<file path="config.mk">
export PLATFORM = sky130hd
export DESIGN_NAME = instr_encoder_loader
export DESIGN_NICKNAME = d
export VERILOG_FILES = /design/src/rtl/instr_encoder_loader.sv
export SDC_FILE = /design/constraint.sdc
export NUM_CORES = 1
export LEC_CHECK = 0
export BUFFER_PORTS_ARGS = -buffer_cell sky130_fd_sc_hd__buf_4
export CORE_MARGIN = 2
export CORE_UTILIZATION = 30
export CTS_BUF_LIST = sky130_fd_sc_hd__clkbuf_16
export CTS_CLUSTER_SIZE = 25
export DETAILED_ROUTE_END_ITERATION = 12
export PLACE_DENSITY_LB_ADDON = 0.12
export SLEW_MARGIN = 20
export SYNTH_ARGS = -nofsm -noshare
export SYNTH_HDL_FRONTEND = slang
export SYNTH_SLANG_ARGS = --single-unit
</file>
<file path="constraint.sdc">
create_clock -name clk -period 3.6 [get_ports clk]
set_clock_uncertainty 0.1 [all_clocks]
set_input_delay 0.72 -clock clk [delete_from_list [all_inputs] [get_ports clk]]
set_output_delay 0.72 -clock clk [all_outputs]
set_load 0.05 [all_outputs]
</file>
<file path="src/rtl/instr_encoder_loader.sv">
// Assembles 32-bit MIPS instruction words from field-level requests and
// writes them sequentially into the instruction memory write port.
module instr_encoder_loader #(
    parameter int          DEPTH     = 64,
    parameter logic [31:0] BASE_ADDR = 32'h0040_0000,
    parameter int          COUNT_W   = 7
) (
    input  logic               clk,
    input  logic               reset,
    input  logic               clear_i,
    input  logic               valid_i,
    output logic               ready_o,
    input  logic [3:0]         op_sel_i,
    input  logic [4:0]         rs_i,
    input  logic [4:0]         rt_i,
    input  logic [4:0]         rd_i,
    input  logic [4:0]         shamt_i,
    input  logic [5:0]         funct_i,
    input  logic [15:0]        imm_i,
    input  logic [25:0]        target_i,
    output logic               mem_we_o,
    output logic [31:0]        mem_addr_o,
    output logic [31:0]        mem_wdata_o,
    output logic [COUNT_W-1:0] count_o,
    output logic               full_o,
    output logic               err_o
);

    // state  | meaning
    // IDLE   | ready for a request
    // ENCODE | assemble latched fields, check op_sel legality
    // WRITE  | one-cycle write strobe, advance counter
    // FULL   | DEPTH words written, wait for clear/reset
    typedef enum logic [1:0] {IDLE, ENCODE, WRITE, FULL} state_t;

    state_t               state, state_nxt;
    logic [3:0]           op_q;
    logic [4:0]           rs_q, rt_q, rd_q, shamt_q;
    logic [5:0]           funct_q;
    logic [15:0]          imm_q;
    logic [25:0]          target_q;
    logic [31:0]          enc_word;
    logic                 enc_legal;
    logic                 accept;
    logic [COUNT_W-1:0]   count_q;

    always_comb begin
        enc_legal = 1'b1;
        enc_word  = '0;
        case (op_q)
            4'd0: enc_word = {6'h00, rs_q, rt_q, rd_q, shamt_q, funct_q};
            4'd1: enc_word = {6'h08, rs_q, rt_q, imm_q};
            4'd2: enc_word = {6'h0F, 5'd0, rt_q, imm_q};
            4'd3: enc_word = {6'h0D, rs_q, rt_q, imm_q};
            4'd4: enc_word = {6'h0C, rs_q, rt_q, imm_q};
            4'd5: enc_word = {6'h23, rs_q, rt_q, imm_q};
            4'd6: enc_word = {6'h2B, rs_q, rt_q, imm_q};
            4'd7: enc_word = {6'h04, rs_q, rt_q, imm_q};
            4'd8: enc_word = {6'h05, rs_q, rt_q, imm_q};
            4'd9: enc_word = {6'h02, target_q};
            default: enc_legal = 1'b0;
        endcase
    end

    always_comb begin
        state_nxt = state;
        ready_o   = 1'b0;
        mem_we_o  = 1'b0;
        full_o    = 1'b0;
        err_o     = 1'b0;
        accept    = 1'b0;
        case (state)
            IDLE: begin
                ready_o = 1'b1;
                if (valid_i) begin
                    accept    = 1'b1;
                    state_nxt = ENCODE;
                end
            end
            ENCODE: begin
                err_o     = !enc_legal;
                state_nxt = enc_legal ? WRITE : IDLE;
            end
            WRITE: begin
                mem_we_o  = 1'b1;
                state_nxt = (count_q == COUNT_W'(DEPTH - 1)) ? FULL : IDLE;
            end
            FULL: full_o = 1'b1;
            default: state_nxt = IDLE;
        endcase
        // Abort suppresses this cycle's strobes so a discarded write never reaches memory.
        if (reset || clear_i) begin
            state_nxt = IDLE;
            mem_we_o  = 1'b0;
            err_o     = 1'b0;
            accept    = 1'b0;
        end
    end

    always_ff @(posedge clk) begin
        if (reset) begin
            state       <= IDLE;
            count_q     <= '0;
            mem_wdata_o <= '0;
        end else begin
            state <= state_nxt;
            if (clear_i)
                count_q <= '0;
            else if (state == WRITE)
                count_q <= count_q + COUNT_W'(1);
            if (state == ENCODE && enc_legal && !clear_i)
                mem_wdata_o <= enc_word;
        end
    end

    always_ff @(posedge clk) begin
        if (reset) begin
            op_q     <= '0;
            rs_q     <= '0;
            rt_q     <= '0;
            rd_q     <= '0;
            shamt_q  <= '0;
            funct_q  <= '0;
            imm_q    <= '0;
            target_q <= '0;
        end else if (accept) begin
            op_q     <= op_sel_i;
            rs_q     <= rs_i;
            rt_q     <= rt_i;
            rd_q     <= rd_i;
            shamt_q  <= shamt_i;
            funct_q  <= funct_i;
            imm_q    <= imm_i;
            target_q <= target_i;
        end
    end

    assign count_o    = count_q;
    assign mem_addr_o = BASE_ADDR + (32'(count_q) << 2);

endmodule

</file>
==> impl_results.md <==
* Outcome: complete, no violations
* Clk_lat worst skew at 350 ps
* RePlAce Congestion at slightly below 0.8
* Pleak at between 2 and 2.5 nW
* Area contributors post-synth: dfxtp_1, o21ai_0, nand2b_1, nand2_1, buf_4
* Die area at 0.0186 sq mm
* Slew margin rel. at about 39%
* Area of the core at 0.0172 sq mm
* Critical path buffers and inverters at 2
* Clk sinks at 112
* Synth cell types at 45
* RSZ-0062 raised after global routing: no
* Vias in the first global route at 4,131
* CP delay by family, top: simple AND/OR/NAND/NOR gates
* CTS Buf Count at 9
* Crit-path max FO at 9
* Worst min-delay path category: reg2reg
* Slowest cell delay on critical path at 380 ps
* Die span in x at 136 microns
* Crit start category: primary input
* FMAX at 400 MHz
* Most common cell on crit path: buf_4
* Hold buffer count at CTS at 0
* Sequential Area at 0.00224 sq mm
* 1st-iter DRT viols at approximately 230
* Post-route insts no fill at 937
* CP cell instances: buf_4 > or2_2 > nor3_1 > buf_4
* Layout Nets at 788
* Netlist Area Pre-Place at 0.00527 sq mm
* H-tree depth at 3
* Clk slew on worst S/H paths at 70 ps
* Crit-path slowest cell: or2_2
* Peak supply drop at between 0.2 and 0.25 mV
* CP Capture Type: primary output
* Placed insts at 921
* Worst-margin pin slew at just over 900 ps
* Fin area at approximately 0.0064 sq mm
* Part of the cycle the worst path needs at between 60% and 70%
* Post-Place Cell Area at 0.00616 sq mm
* Diode count at 0
* CTS Buffer Depth at 2
* Vias at roughly 4,400
* Resized cells post-CTS at 0
* Flops & latches, synth at 112
* Layout cells sized above 1 at 23.0%
* Final WL at 14,000 microns
* Area of the multi-input gates at 0.00261 sq mm
* Syn Inst Count at 627
* Buffer count from post-CTS setup fixing at 0
* CP arrival at about 1700 ps
* Routed len/inst at 14.9 microns
* Max-Cap Viols at 0
* Largest net degree at the start of global routing at 145
* Num rows at 48
* Via density per instance at 4.68
* CTS tree: built
* Worst setup path class: in2out
* Post-synthesis sequential area ratio at 42.6%
* Die Ht at between 100 and 150 microns
* Pre-antenna DRT Iters at 4
* Routed Antenna Nets at 0
* Starting density of the core at 30.5%
* Setup TNS at 0 ps
* Drc violations at 0
* Mean Syn Cell Area at 8.40 sq um
* Fill count at around 1,800
* Cell accounting for the most synthesized area: dfxtp_1
* I/O Buffers at 124
* Hpwl dp at approximately 9400 microns
* Final Critical Period at 2500 ps
* Synth-to-layout area growth at 22.3%
* Final setup viols at 0
* Worst EP required at 2780 ps
* Root buf cell: clkbuf_16
* Power Dens Cells at 420 mW/mm^2
* GRT Util Overall at 14.9%
* First-pass GRT wire length at roughly 22,000 microns
* Synth top area share at 42.6%
* Count of pins over their slew limit at 0
* Final hold violations at 0
* Initial antenna violation count at 0
* Total grt overflow at 0
* I/O pin cnt at around 150
* Yosys Warn Count at 0
layer usage:
metal	part of all wire (%)	track usage (%)	wire length [microns]
met1	50	20.8	6970
met2	45	23.1	6240
met3	4.4	2.91	620
met4	0.87	4.34	121
met5	0	0	0
metrics by stage:
step	setup slack, ps	hold slack, ps	total power, mW	util (%)
4_1_cts	1120	371	2.74	37.4
3_5_place_dp	1120	360	1.77	35.7
3_3_place_gp	1140	358	1.76	35.7
5_1_grt	1060	397	2.82	37.4
6_report	1100	371	2.70	37.4
2_1_floorplan	414	344	1.66	-
final cells by class:
| class | count | area share, % |
|---|---|---|
| Multi-Input combinational cell | 447 | 40.5 |
| Sequential cell | 112 | 34.8 |
| Timing Repair Buffer | 133 | 15.7 |
| Tap cell | 225 | 4.37 |
| Clock buffer | 9 | 3.50 |
| Clock inverter | 7 | 0.836 |
| Inverter | 4 | 0.233 |
worst reg2reg max path, stage by stage (launching register included):
cell and delay (ps):
dfxtp_1 340, inv_1 90, ha_1 230, nor2b_2 510, buf_4 320, a21oi_1 100, a311oi_1 250
layout by cell type, fill, tap and decap left out, types with 17 or more instances in the layout:
cell type	instances
a21oi_1	32
a311oi_1	18
and3_1	17
buf_4	132
conb_1	26
dfxtp_1	112
nand2_1	75
nand2b_1	74
nor3b_1	19
o21ai_0	95
flip-flops by register name, indices dropped and copies added (netlist names):
| name | flops |
|---|---|
| count_o | 7 |
| funct_q | 6 |
| imm_q | 16 |
| mem_wdata_o | 31 |
| op_q | 4 |
| rd_q | 5 |
| rs_q | 5 |
| rt_q | 5 |
| shamt_q | 5 |
| state | 2 |
| target_q | 26 |
logic make-up (layout without fill, tap and decap cells):
kind of cell	count (synthesis)	in the layout	share of synthesized area [%]
flops	112	112	42.6
compound gates	175	175	19.6
simple gates	233	233	25.0
buf+inv	92	153	10.1
fa+ha+maj	5	5	1.19
mux	2	2	0.380
other cells	2	26	0.143
xor+xnor	6	6	0.998
Yosys cell counts (all sizes together):
master,n
o211ai,1
nor3b,19
nor2,10
o31ai,2
dfxtp,112
nand2,75
nor3,2
nand2b,74
a22oi,4
and2b,1
a221oi,1
conb,2
a21oi,32
a32oi,5
o21bai,1
nor4bb,2
and2,1
nand3,20
o32a,1
ha,5
xor2,5
a31oi,2
a311oi,18
or3b,2
or2,1
buf,58
clkbuf,30
nor2b,3
a211oi,10
or4,1
and3,17
inv,4
o21ai,96
xnor2,1
o21a,1
or3,2
nand4,3
a2111o,1
mux2i,2
final timing paths:
check	start	endpoint	slack, ps	depth (start not counted)
worst max register to register	state[1]	mem_wdata_o[7]	1550	6
worst min register to register	funct_q[1]	funct_q[1]	370	2
worst min-delay path	funct_q[1]	funct_q[1]	370	2
worst max-delay path	clear_i	err_o	1100	4
power by group:
part           internal (mW)  switching, mW  total [mW]  leakage [nW]
clock                  0.527          0.442       0.969         0.141
combinational          0.144          0.253       0.397          1.40
sequential              1.30         0.0410        1.34         0.913
total                   1.97          0.735        2.70          2.46
No activity file was read; power rests on OpenSTA's default activity.
